`src/rtl/cpu_types_pkg.sv`:
```
// cpu_types_pkg: shared types for the MIPS datapath hazard logic.
//   regbits_t       - 5-bit architectural register index
//   hazard_state_t  - hazard sequencer states
//   stage_ctl_t     - one bit per pipeline latch {fd, de, em, mwb}
//   src_match()     - true when a nonzero destination feeds rs or rt
package cpu_types_pkg;

   typedef logic [4:0] regbits_t;

   typedef enum logic [1:0] {
      RUN        = 2'd0,
      LOAD_STALL = 2'd1,
      MEM_WAIT   = 2'd2,
      HALTED     = 2'd3
   } hazard_state_t;

   localparam int MAX_LOAD_STALL = 3;

   typedef struct packed {
      logic fd;
      logic de;
      logic em;
      logic mwb;
   } stage_ctl_t;

   // r0 is hardwired to zero, so it can never carry a dependency.
   function automatic logic src_match(regbits_t rd, regbits_t rs, regbits_t rt);
      return (rd != 5'd0) && ((rd == rs) || (rd == rt));
   endfunction

endpackage

```
`src/rtl/hazard_unit_if.sv`:
```
// hazard_unit_if: pipeline-field inputs and hu_* control outputs of the
// hazard unit.
//   master - pipeline side: drives latch fields, receives flush/enable
//   slave  - hazard unit side
interface hazard_unit_if #(
   parameter int CNT_W = 32
);
   import cpu_types_pkg::*;

   logic             ihit;
   logic             dhit;
   regbits_t         id_rs;
   regbits_t         id_rt;
   regbits_t         ex_rd;
   logic             ex_mem_to_reg;
   logic             ex_mem_wr;
   regbits_t         mem_rd;
   logic             mem_mem_to_reg;
   logic             mem_dren;
   logic             mem_dwen;
   logic             mem_branch_taken;
   logic             id_jump;
   logic             mem_halt;

   logic             hu_fetch_decode_flush;
   logic             hu_fetch_decode_enable;
   logic             hu_decode_execute_flush;
   logic             hu_decode_execute_enable;
   logic             hu_execute_memory_flush;
   logic             hu_execute_memory_enable;
   logic             hu_memory_write_back_flush;
   logic             hu_memory_write_back_enable;
   logic             hu_decode_execute_conflict;
   logic             hu_decode_memory_conflict;
   logic             hu_is_mem;
   logic             halt;
   logic [CNT_W-1:0] stall_cycles;

   modport master (
      output ihit, dhit, id_rs, id_rt, ex_rd, ex_mem_to_reg, ex_mem_wr,
             mem_rd, mem_mem_to_reg, mem_dren, mem_dwen, mem_branch_taken,
             id_jump, mem_halt,
      input  hu_fetch_decode_flush, hu_fetch_decode_enable,
             hu_decode_execute_flush, hu_decode_execute_enable,
             hu_execute_memory_flush, hu_execute_memory_enable,
             hu_memory_write_back_flush, hu_memory_write_back_enable,
             hu_decode_execute_conflict, hu_decode_memory_conflict,
             hu_is_mem, halt, stall_cycles
   );

   modport slave (
      input  ihit, dhit, id_rs, id_rt, ex_rd, ex_mem_to_reg, ex_mem_wr,
             mem_rd, mem_mem_to_reg, mem_dren, mem_dwen, mem_branch_taken,
             id_jump, mem_halt,
      output hu_fetch_decode_flush, hu_fetch_decode_enable,
             hu_decode_execute_flush, hu_decode_execute_enable,
             hu_execute_memory_flush, hu_execute_memory_enable,
             hu_memory_write_back_flush, hu_memory_write_back_enable,
             hu_decode_execute_conflict, hu_decode_memory_conflict,
             hu_is_mem, halt, stall_cycles
   );

endinterface

```
`src/rtl/hazard_detect_comb.sv`:
```
// hazard_detect_comb: register-dependency comparators for the decode stage.
//   id_rs_i, id_rt_i      - sources of the instruction in fetch/decode
//   ex_rd_i, ex_load_i    - destination / is-load of decode/execute
//   mem_rd_i, mem_load_i  - destination / is-load of execute/memory
//   ex_conflict_o         - load-use hazard against execute stage
//   mem_conflict_o        - load in memory stage feeds a decode source
module hazard_detect_comb
   import cpu_types_pkg::*;
(
   input  regbits_t id_rs_i,
   input  regbits_t id_rt_i,
   input  regbits_t ex_rd_i,
   input  logic     ex_load_i,
   input  regbits_t mem_rd_i,
   input  logic     mem_load_i,
   output logic     ex_conflict_o,
   output logic     mem_conflict_o
);

   assign ex_conflict_o  = ex_load_i  & src_match(ex_rd_i,  id_rs_i, id_rt_i);
   assign mem_conflict_o = mem_load_i & src_match(mem_rd_i, id_rs_i, id_rt_i);

endmodule

```
`src/rtl/hazard_unit.sv`:
```
// hazard_unit: stall/flush sequencer for one core of the MIPS pipeline.
//   CLK, RST - core clock, asynchronous active-high reset
//   hu       - slave side of hazard_unit_if (latch fields in, hu_* out)
// Priority of events: dcache wait, halt, taken branch, load-use, jump,
// icache miss. Flush/enable outputs are combinational from state + inputs.
module hazard_unit
   import cpu_types_pkg::*;
#(
   parameter int LOAD_STALL_CYCLES = 1,
   parameter int CNT_W             = 32
) (
   input logic          CLK,
   input logic          RST,
   hazard_unit_if.slave hu
);

   // Bubbles still owed after the one inserted on detection.
   localparam logic [1:0] LS_INIT = 2'(LOAD_STALL_CYCLES - 1);

   hazard_state_t    state_q, state_d, eff_state;
   logic [1:0]       bcnt_q, bcnt_d;
   logic             halt_q, halt_d;
   logic [CNT_W-1:0] stall_q;

   logic             ex_conf, mem_conf, is_mem, wait_c;
   stage_ctl_t       flush, en;
   logic             unused_ex_mem_wr;

   assign unused_ex_mem_wr = hu.ex_mem_wr;

   hazard_detect_comb u_detect (
      .id_rs_i        (hu.id_rs),
      .id_rt_i        (hu.id_rt),
      .ex_rd_i        (hu.ex_rd),
      .ex_load_i      (hu.ex_mem_to_reg),
      .mem_rd_i       (hu.mem_rd),
      .mem_load_i     (hu.mem_mem_to_reg),
      .ex_conflict_o  (ex_conf),
      .mem_conflict_o (mem_conf)
   );

   always_comb begin
      is_mem = hu.mem_dren | hu.mem_dwen;
      // Once frozen, only dhit releases the pipeline.
      wait_c = (state_q == MEM_WAIT) ? ~hu.dhit : (is_mem & ~hu.dhit);
      // Leaving MEM_WAIT resumes whatever was interrupted in the same cycle.
      eff_state = state_q;
      if (state_q == MEM_WAIT)
         eff_state = (bcnt_q != 2'd0) ? LOAD_STALL : RUN;
      state_d = eff_state;
      bcnt_d  = bcnt_q;
      halt_d  = halt_q;
      flush   = '0;
      en      = '1;
      if (state_q == HALTED) begin
         state_d   = HALTED;
         en        = '0;
         flush.mwb = 1'b1;
      end else if (wait_c) begin
         state_d = MEM_WAIT;
         en      = '0;
      end else if (hu.mem_halt) begin
         state_d   = HALTED;
         halt_d    = 1'b1;
         en        = '0;
         flush.mwb = 1'b1;
      end else if (hu.mem_branch_taken) begin
         flush.fd = 1'b1;
         flush.de = 1'b1;
         flush.em = 1'b1;
         if (!hu.ihit) begin
            en.fd = 1'b0;
            en.de = 1'b0;
         end
         state_d = RUN;
         bcnt_d  = 2'd0;
      end else if (eff_state == LOAD_STALL) begin
         en.fd    = 1'b0;
         flush.de = 1'b1;
         bcnt_d   = bcnt_q - 2'd1;
         state_d  = (bcnt_q == 2'd1) ? RUN : LOAD_STALL;
      end else if (ex_conf) begin
         en.fd    = 1'b0;
         flush.de = 1'b1;
         bcnt_d   = LS_INIT;
         state_d  = (LS_INIT != 2'd0) ? LOAD_STALL : RUN;
      end else if (hu.id_jump && hu.ihit) begin
         flush.fd = 1'b1;
      end else if (!hu.ihit) begin
         en.fd    = 1'b0;
         flush.de = 1'b1;
      end
      if (RST) begin
         flush = '1;
         en    = '0;
      end
   end

   always_ff @(posedge CLK or posedge RST) begin
      if (RST) begin
         state_q <= RUN;
         bcnt_q  <= 2'd0;
         halt_q  <= 1'b0;
         stall_q <= '0;
      end else begin
         state_q <= state_d;
         bcnt_q  <= bcnt_d;
         halt_q  <= halt_d;
         if (!en.fd)
            stall_q <= stall_q + 1'b1;
      end
   end

   assign hu.hu_fetch_decode_flush       = flush.fd;
   assign hu.hu_fetch_decode_enable      = en.fd;
   assign hu.hu_decode_execute_flush     = flush.de;
   assign hu.hu_decode_execute_enable    = en.de;
   assign hu.hu_execute_memory_flush     = flush.em;
   assign hu.hu_execute_memory_enable    = en.em;
   assign hu.hu_memory_write_back_flush  = flush.mwb;
   assign hu.hu_memory_write_back_enable = en.mwb;
   assign hu.hu_decode_execute_conflict  = ex_conf;
   assign hu.hu_decode_memory_conflict   = mem_conf;
   assign hu.hu_is_mem                   = is_mem;
   assign hu.halt                        = halt_q;
   assign hu.stall_cycles                = stall_q;

endmodule
```
`src/flat_wrapper.sv`:
```
// flat-port wrapper written by rule: the top's interface ports become plain ports
module hazard_unit_flat import cpu_types_pkg::*;
#(
   parameter int LOAD_STALL_CYCLES = 1,
   parameter int CNT_W             = 32
)
  (CLK, RST, hu_ihit, hu_dhit, hu_id_rs, hu_id_rt, hu_ex_rd, hu_ex_mem_to_reg, hu_ex_mem_wr, hu_mem_rd, hu_mem_mem_to_reg, hu_mem_dren, hu_mem_dwen, hu_mem_branch_taken, hu_id_jump, hu_mem_halt, hu_hu_fetch_decode_flush, hu_hu_fetch_decode_enable, hu_hu_decode_execute_flush, hu_hu_decode_execute_enable, hu_hu_execute_memory_flush, hu_hu_execute_memory_enable, hu_hu_memory_write_back_flush, hu_hu_memory_write_back_enable, hu_hu_decode_execute_conflict, hu_hu_decode_memory_conflict, hu_hu_is_mem, hu_halt, hu_stall_cycles);
  hazard_unit_if #(.CNT_W(CNT_W)) hu_i ();
  input logic CLK;
  input logic RST;
  input wire logic [$bits(hu_i.ihit)-1:0] hu_ihit;
  input wire logic [$bits(hu_i.dhit)-1:0] hu_dhit;
  input wire logic [$bits(hu_i.id_rs)-1:0] hu_id_rs;
  input wire logic [$bits(hu_i.id_rt)-1:0] hu_id_rt;
  input wire logic [$bits(hu_i.ex_rd)-1:0] hu_ex_rd;
  input wire logic [$bits(hu_i.ex_mem_to_reg)-1:0] hu_ex_mem_to_reg;
  input wire logic [$bits(hu_i.ex_mem_wr)-1:0] hu_ex_mem_wr;
  input wire logic [$bits(hu_i.mem_rd)-1:0] hu_mem_rd;
  input wire logic [$bits(hu_i.mem_mem_to_reg)-1:0] hu_mem_mem_to_reg;
  input wire logic [$bits(hu_i.mem_dren)-1:0] hu_mem_dren;
  input wire logic [$bits(hu_i.mem_dwen)-1:0] hu_mem_dwen;
  input wire logic [$bits(hu_i.mem_branch_taken)-1:0] hu_mem_branch_taken;
  input wire logic [$bits(hu_i.id_jump)-1:0] hu_id_jump;
  input wire logic [$bits(hu_i.mem_halt)-1:0] hu_mem_halt;
  output wire logic [$bits(hu_i.hu_fetch_decode_flush)-1:0] hu_hu_fetch_decode_flush;
  output wire logic [$bits(hu_i.hu_fetch_decode_enable)-1:0] hu_hu_fetch_decode_enable;
  output wire logic [$bits(hu_i.hu_decode_execute_flush)-1:0] hu_hu_decode_execute_flush;
  output wire logic [$bits(hu_i.hu_decode_execute_enable)-1:0] hu_hu_decode_execute_enable;
  output wire logic [$bits(hu_i.hu_execute_memory_flush)-1:0] hu_hu_execute_memory_flush;
  output wire logic [$bits(hu_i.hu_execute_memory_enable)-1:0] hu_hu_execute_memory_enable;
  output wire logic [$bits(hu_i.hu_memory_write_back_flush)-1:0] hu_hu_memory_write_back_flush;
  output wire logic [$bits(hu_i.hu_memory_write_back_enable)-1:0] hu_hu_memory_write_back_enable;
  output wire logic [$bits(hu_i.hu_decode_execute_conflict)-1:0] hu_hu_decode_execute_conflict;
  output wire logic [$bits(hu_i.hu_decode_memory_conflict)-1:0] hu_hu_decode_memory_conflict;
  output wire logic [$bits(hu_i.hu_is_mem)-1:0] hu_hu_is_mem;
  output wire logic [$bits(hu_i.halt)-1:0] hu_halt;
  output wire logic [$bits(hu_i.stall_cycles)-1:0] hu_stall_cycles;
  assign hu_i.ihit = hu_ihit;
  assign hu_i.dhit = hu_dhit;
  assign hu_i.id_rs = hu_id_rs;
  assign hu_i.id_rt = hu_id_rt;
  assign hu_i.ex_rd = hu_ex_rd;
  assign hu_i.ex_mem_to_reg = hu_ex_mem_to_reg;
  assign hu_i.ex_mem_wr = hu_ex_mem_wr;
  assign hu_i.mem_rd = hu_mem_rd;
  assign hu_i.mem_mem_to_reg = hu_mem_mem_to_reg;
  assign hu_i.mem_dren = hu_mem_dren;
  assign hu_i.mem_dwen = hu_mem_dwen;
  assign hu_i.mem_branch_taken = hu_mem_branch_taken;
  assign hu_i.id_jump = hu_id_jump;
  assign hu_i.mem_halt = hu_mem_halt;
  assign hu_hu_fetch_decode_flush = hu_i.hu_fetch_decode_flush;
  assign hu_hu_fetch_decode_enable = hu_i.hu_fetch_decode_enable;
  assign hu_hu_decode_execute_flush = hu_i.hu_decode_execute_flush;
  assign hu_hu_decode_execute_enable = hu_i.hu_decode_execute_enable;
  assign hu_hu_execute_memory_flush = hu_i.hu_execute_memory_flush;
  assign hu_hu_execute_memory_enable = hu_i.hu_execute_memory_enable;
  assign hu_hu_memory_write_back_flush = hu_i.hu_memory_write_back_flush;
  assign hu_hu_memory_write_back_enable = hu_i.hu_memory_write_back_enable;
  assign hu_hu_decode_execute_conflict = hu_i.hu_decode_execute_conflict;
  assign hu_hu_decode_memory_conflict = hu_i.hu_decode_memory_conflict;
  assign hu_hu_is_mem = hu_i.hu_is_mem;
  assign hu_halt = hu_i.halt;
  assign hu_stall_cycles = hu_i.stall_cycles;
  hazard_unit #(.LOAD_STALL_CYCLES(LOAD_STALL_CYCLES), .CNT_W(CNT_W)) u_core (.CLK(CLK), .RST(RST), .hu(hu_i));
endmodule
```
`config.mk`:
```
export PLATFORM = sky130hd
export DESIGN_NAME = hazard_unit_flat
export DESIGN_NICKNAME = d
export VERILOG_FILES = /design/src/rtl/cpu_types_pkg.sv /design/src/rtl/hazard_unit_if.sv /design/src/rtl/hazard_detect_comb.sv /design/src/rtl/hazard_unit.sv /design/src/flat_wrapper.sv
export SDC_FILE = /design/constraint.sdc
export NUM_CORES = 1
export LEC_CHECK = 0
export CELL_PAD_IN_SITES_DETAIL_PLACEMENT = 1
export CELL_PAD_IN_SITES_GLOBAL_PLACEMENT = 2
export CORE_MARGIN = 4
export CORE_UTILIZATION = 27
export CTS_CLUSTER_DIAMETER = 50
export DETAILED_ROUTE_END_ITERATION = 7
export GPL_TIMING_DRIVEN = 0
export PLACE_DENSITY_LB_ADDON = 0.1
export REMOVE_ABC_BUFFERS = 1
export SYNTH_ARGS = -nofsm -noshare
export SYNTH_HDL_FRONTEND = slang
export SYNTH_SLANG_ARGS = --single-unit
```
`constraint.sdc`:
```
create_clock -name CLK -period 4.2 [get_ports CLK]
set_input_delay 1.05 -clock CLK [delete_from_list [all_inputs] [get_ports CLK]]
set_output_delay 1.05 -clock CLK [all_outputs]
set_load 0.05 [all_outputs]
```
**Word-level counts from Yosys, hierarchy flattened**

Index checks and enable logic that the tools add are counted.

- Output and inout bits: 44
- Bits in latches: 0
- RAM bits: 0
- Word-level logic and storage cells: 73
- Register bits: 37
- ROM bits: 0
- Memories kept: 0

- Reductions and logical operators: 11
- Divide/modulo/power cells: 0
- Multipliers: 0
- Bitwise gates (word level): 8
- Equal/unequal tests: 8
- Magnitude comparators: 0
- Mux-type cells: 40
- Shifts and indexed selects: 0
- $add $sub $neg: 2

Operators by type and width:

| cell | number |
|---|---|
| $add 32x1->32 const B | 1 |
| $mux 2 | 14 |
| $eq 5x5->1 | 4 |
| $mux 4 | 5 |
| $mux 1 | 19 |
| $reduce_bool 5->1 | 2 |
| $mux 3 | 2 |
| $eq 2x1->1 const B | 2 |
| $eq 2x2->1 const B | 2 |
| $not 1->1 | 4 |
| $reduce_and 4->1 | 1 |
| $and 1x1->1 | 3 |
| $logic_and 1x1->1 | 3 |
| $reduce_and 3->1 | 1 |
| $reduce_bool 3->1 | 1 |
| $logic_or 1x1->1 | 2 |
| $reduce_bool 2->1 | 1 |
| $sub 2x1->2 const B | 1 |
| $or 1x1->1 | 1 |

**Depth between registers and ports, before layout**

Gate-level depths: netlist of the first run.

- Depth in word-level cells: 11
- Mapped depth: 9
- Depth with buffers taken out: 8

**Modules after synthesis**

A second synthesis of the first run with hierarchy kept.

- Cells, all modules: 205
- Area, all modules: 2134.5 um2

Modules (own cells, without submodules):

| module | seq. area each (um2) | cells an instance | area each (um2) | times used |
|---|---|---|---|---|
| hazard_unit | 925.9 | 171 | 1884.3 | 1 |
| hazard_detect_comb | 0.0 | 34 | 250.2 | 1 |

**Worst setup path after synthesis of the first run**

No wires, ideal clock.

- Kind: input-to-output
- From: in RST
- To: out hu_hu_fetch_decode_flush
- Setup slack: 0.047 ns
- Required time: 3.150 ns
- Arrival: 3.103 ns
- Stages on the path: 3
- Cell sequence: inv_1 > nand2_1 > o21bai_1

- Cells in the longest elaborated chain, start to end: 1

RTL lines:

| item | RTL line | text |
|---|---|---|
| start, declared | flat_wrapper.sv:10 | `input logic RST;` |
| $mux 4 | hazard_unit.sv:93 | `if (RST) begin` |
| end, declared | flat_wrapper.sv:25 | `output wire logic [$bits(hu_i.hu_fetch_decode_flush)-1:0] hu_hu_fetch_decode_flush;` |

No other way between the ends.

**Worst setup path after layout of the first run**

- From: in hu_ex_rd[0]
- To: out hu_hu_fetch_decode_enable

- Cells in the longest elaborated chain, start to end: 11

RTL lines:

| item | RTL line | text |
|---|---|---|
| start, declared | flat_wrapper.sv:15 | `input wire logic [$bits(hu_i.ex_rd)-1:0] hu_ex_rd;` |
| $eq 5x5->1 | cpu_types_pkg.sv:28 | `return (rd != 5'd0) && ((rd == rs) \|\| (rd == rt));` |
| $logic_or 1x1->1 | cpu_types_pkg.sv:28 |  |
| $logic_and 1x1->1 * | cpu_types_pkg.sv:28 |  |
| $and 1x1->1 * | hazard_detect_comb.sv:20 | `assign ex_conflict_o = ex_load_i & src_match(ex_rd_i, id_rs_i, id_rt_i);` |
| $mux 1 * | hazard_unit.sv:82 | `end else if (ex_conf) begin` |
| $mux 1 * | hazard_unit.sv:77 | `end else if (eff_state == LOAD_STALL) begin` |
| $mux 1 * | hazard_unit.sv:67 | `end else if (hu.mem_branch_taken) begin` |
| $mux 2 * | hazard_unit.sv:62 | `end else if (hu.mem_halt) begin` |
| $mux 4 * | hazard_unit.sv:59 | `end else if (wait_c) begin` |
| $mux 4 * | hazard_unit.sv:55 | `if (state_q == HALTED) begin` |
| $mux 4 * | hazard_unit.sv:93 |  |
| end, declared | flat_wrapper.sv:26 | `output wire logic [$bits(hu_i.hu_fetch_decode_enable)-1:0] hu_hu_fetch_decode_enable;` |

Every way passes the cells marked *; elsewhere a longest branch is shown, timed or not.

==> results.toml, run 1 <==
[cells_and_area]
syn_to_final_growth_pct = 44.6
final_util = 0.403
finalNetCount = 320
antennaDiodeCount = 0
fillers = 886
final_cells = 388
fin_area_mm2 = 0.00313
drive_gt1_frac = 0.0909

[hold_path]
hold_path_startpoint = "u_core.hu.halt$_DFFE_PP0P_"
hold_class = "reg2reg"
hold_depth = 1
holdPathEnd = "u_core.hu.halt$_DFFE_PP0P_"

[global_routing]
grt_max_degree = 39
antenna_found_initial = 0
grt_pass1_vias = 1907
globalRoute.totalOverflow = 0
grt_pass1_wl_um = 9830
grt.total_usage = 0.125

[setup_path]
cp_max_fo = 5
required_ns = 3.15
crit_path_end_kind = "output pin"
r2r_start = "u_core.bcnt_q[0]$_DFFE_PP0P_"
cp-start-kind = "input pin"
rr_worst_depth = 8
r2r_end = "u_core.hu.stall_cycles[8]$_DFFE_PP0N_"
path_class = "in2out"
crit_arrival_ns = 3.02
ff2ff_setup_slack_ns = 1.49

[sta]
max_freq_mhz = 245
rsz0062_at_grt = "false"
relSlewSlack = 0.391
post-route-min-period_ns = 4.07
worstMarginPinSlew_ns = 0.914
fin_setup_tns_ns = 0
skew_ns = 0.00905
finalHoldViolCount = 0
holdWs_ns = 0.479
setup_viol = 0
period_share = 0.970
worst_slack_ns = 0.126
slew_violations = 0

[yosys]
synth_ff_type = "dfrtp_1"
synth_top_area_frac = 0.427
synth-seq-cells = 37
syn_area_mm2 = 0.00217
seq_area_frac_synth = 0.427
synthCells = 208
synth_top_area_cell = "dfrtp_1"
synthArstFlopShare = 1.00
syn_area_per_cell_um2 = 10.4
ys_warn_count = 0
post_synth_most_frequent_cells = "37 x dfrtp_1, 30 x xor2_1, 21 x xnor2_1"
synth-edff-count = 0
ys_types = 44
synth.area.top_cells = "dfrtp_1 43%, xor2_1 12%, xnor2_1 8.5%"
yosysMostFrequentCell = "dfrtp_1"

[power_and_ir_drop]
power_mw = 1.24
power_density_mw_per_mm2 = 395
cellLeakagePower_nw = 1.38
vdd_drop_max_mv = 0.290

[clock_tree]
cts_buffers = 5
clock-sinks = 37
clkLatencyLatePin_ns = 0.29
cts-root-buf = "clkbuf_8"
cts_tree = "yes"
clock_path_buffers = 2
clkTransAtPathRegs_ns = 0.07
htree_levels = 2

[die]
start_util = 0.279
die_y_um = 97.6
chipWidth_um = 97.6
rows = 32
dieArea_mm2 = 0.00952
coreArea_mm2 = 0.00777
boundaryPins = 76

[route]
wl_per_cell_um = 15.0
ant_nets = 0
dr.pass1.iters = 4
wl_met2_um = 2560
post_drt_via_cell_ratio = 4.63
drc = 0
wl_met3_um = 253
wirelength_um = 5830
met1_length_um = 2950
top_layer = "met4"
drt_iter0_drc = 21
dr_total_vias = 1797

[run_status]
outcome = "finished, final reports clean"

[placement]
place_area_mm2 = 0.00302
port_buffers = 74
dp_worst_setup_slack_ns = -0.557
dp_cells = 380
place_congestion = 0.743
hpwl_um = 4320

[job]
cap_violations = 0
## critical path, cell delays in order
cell,delay [ns]
clkdlybuf4s50_1,0.47
or4_1,0.53
o21a_1,0.23
nand2_1,0.19
o21bai_2,0.11
inv_1,0.08
clkdlybuf4s15_2,0.36
## cell usage in the layout (no fill, tap or decap), types with 2 or more instances in the layout
master | synthesis | layout
a21oi_1 | 2 | 2
a31oi_1 | 2 | 2
and4_1 | 3 | 3
buf_2 | 1 | 2
clkbuf_8 | 0 | 6
clkdlybuf4s50_1 | 0 | 66
dfrtp_1 | 37 | 37
dlygate4sd2_1 | 0 | 4
ha_1 | 3 | 3
inv_1 | 11 | 10
nand2_1 | 14 | 14
nand2b_1 | 3 | 3
nand3_1 | 7 | 7
nand4_1 | 3 | 3
nor2_1 | 9 | 9
nor2b_1 | 2 | 2
nor3_1 | 13 | 13
nor3b_1 | 6 | 6
nor4_1 | 2 | 2
nor4b_1 | 2 | 2
nor4b_2 | 2 | 2
o21ai_0 | 4 | 4
o22ai_1 | 4 | 3
or4_1 | 3 | 3
xnor2_1 | 21 | 21
xor2_1 | 30 | 30
## how the worst max path moves through the flow
stage	to	from	cells after the start
final	hu_hu_fetch_decode_enable	hu_ex_rd[0]	7
after global routing	hu_hu_decode_execute_flush	hu_ex_rd[4]	8
after CTS	hu_hu_decode_execute_flush	hu_ex_rd[4]	8
after detailed placement	hu_hu_decode_execute_flush	hu_ex_rd[4]	8
after global placement	hu_hu_fetch_decode_enable	RST	6
after floorplan	hu_hu_fetch_decode_flush	RST	3
## state kept, by name, indices dropped and copies added (netlist names)
name,flops
u_core.state_q,2
u_core.bcnt_q,2
u_core.hu.halt,1
u_core.hu.stall_cycles,32
## where the power goes
part	total [mW]	switching, mW	leakage (nW)	internal [mW]
Clock	0.319	0.125	0.0585	0.194
Sequential	0.460	0.0604	0.471	0.400
Combinational	0.457	0.286	0.851	0.171
Total	1.24	0.471	1.38	0.764
## per-layer routing
| metal | vias up | track usage |
|---|---|---|
| met4 | 0 | 0.0319 |
| met3 | 6 | 0.0294 |
| met1 | 868 | 0.179 |
| met2 | 53 | 0.187 |
| met5 | - | 0 |
| li1 | 870 | - |
## final cells by class
type / count / area [um^2] / share of cell area
multi-input combinational: 155 / 1170 / 0.374
sequential: 37 / 926 / 0.296
timing repair buffer: 75 / 749 / 0.239
tap: 102 / 128 / 0.0408
clock buffer: 7 / 86.3 / 0.0276
inverter: 11 / 41.3 / 0.0132
clock inverter: 1 / 30.0 / 0.00959
## what timing repair did
item / 4_1_cts / 5_1_grt
hold buffers: 0 / 0
endpoints found under the hold margin: 0 / 0
endpoints found under the setup margin: 7 / 4
setup buffers: 0 / 0
gates resized for setup: 15 / 7
## cell families after synthesis
| kind of cell | after synthesis | synth area share |
|---|---|---|
| simple gates | 79 | 0.226 |
| xor+xnor | 51 | 0.206 |
| flops | 37 | 0.427 |
| compound gates | 20 | 0.0757 |
| buf+inv | 16 | 0.0370 |
| fa+ha+maj | 3 | 0.0173 |
| mux | 2 | 0.00982 |
Note: power is estimated with default switching activity, not from simulation.
==> run 2: changes to the inputs <==
--- a/config.mk
+++ b/config.mk
@@ -14,6 +14,7 @@
 export GPL_TIMING_DRIVEN = 0
 export PLACE_DENSITY_LB_ADDON = 0.1
 export REMOVE_ABC_BUFFERS = 1
+export SLEW_MARGIN = 20
 export SYNTH_ARGS = -nofsm -noshare
 export SYNTH_HDL_FRONTEND = slang
 export SYNTH_SLANG_ARGS = --single-unit
==> results.toml, run 2 (synthesis gave the netlist of run 1 again) <==
[route]
wirelength_um = 5870
dr.pass1.iters = 4
post_drt_via_cell_ratio = 4.62
drt_iter0_drc = 24
drc = 0
wl_per_cell_um = 15.1
ant_nets = 0
dr_total_vias = 1793

[sta]
rsz0062_at_grt = "false"
worstMarginPinSlew_ns = 0.930
max_freq_mhz = 247
post-route-min-period_ns = 4.04
skew_ns = 0.00675
worst_slack_ns = 0.157
finalHoldViolCount = 0
relSlewSlack = 0.380
setup_viol = 0
slew_violations = 0
period_share = 0.963

[setup_path]
r2r_end = "u_core.hu.stall_cycles[8]$_DFFE_PP0N_"
crit_path_end_kind = "output pin"
required_ns = 3.15
cp-start-kind = "input pin"
r2r_start = "u_core.bcnt_q[1]$_DFFE_PP0P_"
path_class = "in2out"
rr_worst_depth = 8
cp_max_fo = 3
ff2ff_setup_slack_ns = 1.43
crit_arrival_ns = 2.99

[clock_tree]
clock-sinks = 37
cts_tree = "yes"
htree_levels = 2
clkTransAtPathRegs_ns = 0.07
clkLatencyLatePin_ns = 0.28
cts-root-buf = "clkbuf_8"
clock_path_buffers = 2
cts_buffers = 5
ctsHoldBuffers = 0
post-cts-setup-buffers = 0

[placement]
hpwl_um = 4390
place_congestion = 0.743
dp_cells = 380
dp_worst_setup_slack_ns = -0.576
place_area_mm2 = 0.00302
port_buffers = 74

[job]
cap_violations = 0

[cells_and_area]
fin_area_mm2 = 0.00312
syn_to_final_growth_pct = 44.0
layout_commonest_cell = "clkdlybuf4s50_1"
largest_reg_flops = 32
antennaDiodeCount = 0
finalNetCount = 320
drive_gt1_frac = 0.0979
layout_common_cells = "67 x clkdlybuf4s50_1, 37 x dfrtp_1, 30 x xor2_1"
final_cells = 388
fillers = 885
final_util = 0.402

[global_routing]
busiest_layer = "met2"
met2_usage = 0.186
use_met3 = 0.0330
antenna_found_initial = 0
grt_max_degree = 27
grt_pass1_vias = 1855
grt_pass1_wl_um = 9670
globalRoute.totalOverflow = 0
grt.total_usage = 0.124
met1_usage = 0.176

[hold_path]
hold_class = "reg2reg"
hold_depth = 1
hold_path_startpoint = "u_core.hu.halt$_DFFE_PP0P_"
holdPathEnd = "u_core.hu.halt$_DFFE_PP0P_"

[die]
dieArea_mm2 = 0.00952
coreArea_mm2 = 0.00777
chipWidth_um = 97.6
boundaryPins = 76
die_y_um = 97.6
rows = 32
start_util = 0.279

[power_and_ir_drop]
power_density_mw_per_mm2 = 382
vdd_drop_max_mv = 0.267
power_mw = 1.19
cellLeakagePower_nw = 1.37

[run_status]
outcome = "finished, final reports clean"
-- run 2: power breakdown --
part	total (mW)	internal [mW]	leakage (nW)	switching (mW)
sequential	0.460	0.400	0.471	0.0605
clock	0.272	0.148	0.0542	0.123
combinational	0.458	0.171	0.844	0.287
-- run 2: cell type report --
class | count | area [um^2] | area share
well taps | 102 | 128 | 0.0409
repair buffers | 75 | 749 | 0.240
inverters | 11 | 41.3 | 0.0132
multi-input cells | 155 | 1170 | 0.376
clock buffers | 7 | 96.3 | 0.0309
clock inverters | 1 | 5.00 | 0.00160
flip-flops and latches | 37 | 926 | 0.297
-- run 2: worst max path at each step --
stage | start | endpoint | slack (ns) | cells past startpoint
floorplan | RST | hu_hu_fetch_decode_flush | 0.05 | 3
global placement | RST | hu_hu_fetch_decode_enable | -1.36 | 6
detailed placement | hu_ex_rd[4] | hu_hu_decode_execute_flush | -0.58 | 8
CTS | hu_ex_rd[4] | hu_hu_decode_execute_flush | 0.004 | 8
global route | hu_dhit | hu_hu_fetch_decode_enable | 0.03 | 7
finish | hu_mem_rd[1] | hu_hu_decode_memory_conflict | 0.16 | 5
-- run 2: per-layer routing --
layer / wire, um / vias up
met2: 2500 / 55
li1: - / 872
met3: 278 / 7
met1: 3030 / 859
met4: 61 / 0
met5: 0 / -
-- run 2: per-stage QoR --
step	TNS (ns)	hold WS, ns
detailed placement	-1.98	0.456
global placement	-13.10	0.453
global route	0	0.497
floorplan	0	0.521
finish	0	0.469
CTS	0	0.478
-- run 2: worst max-delay path, cell delays in order --
cell and delay (ns):
clkdlybuf4s50_1 0.48, or4_1 0.53, o21ai_0 0.17, a21oi_1 0.06, clkdlybuf4s50_1 0.70
-- run 2: what timing repair did --
action | 4_1_cts | 5_1_grt
cloned | 0 | 0
endpoints found under the setup margin | 7 | 4
gates resized for setup | 15 | 8
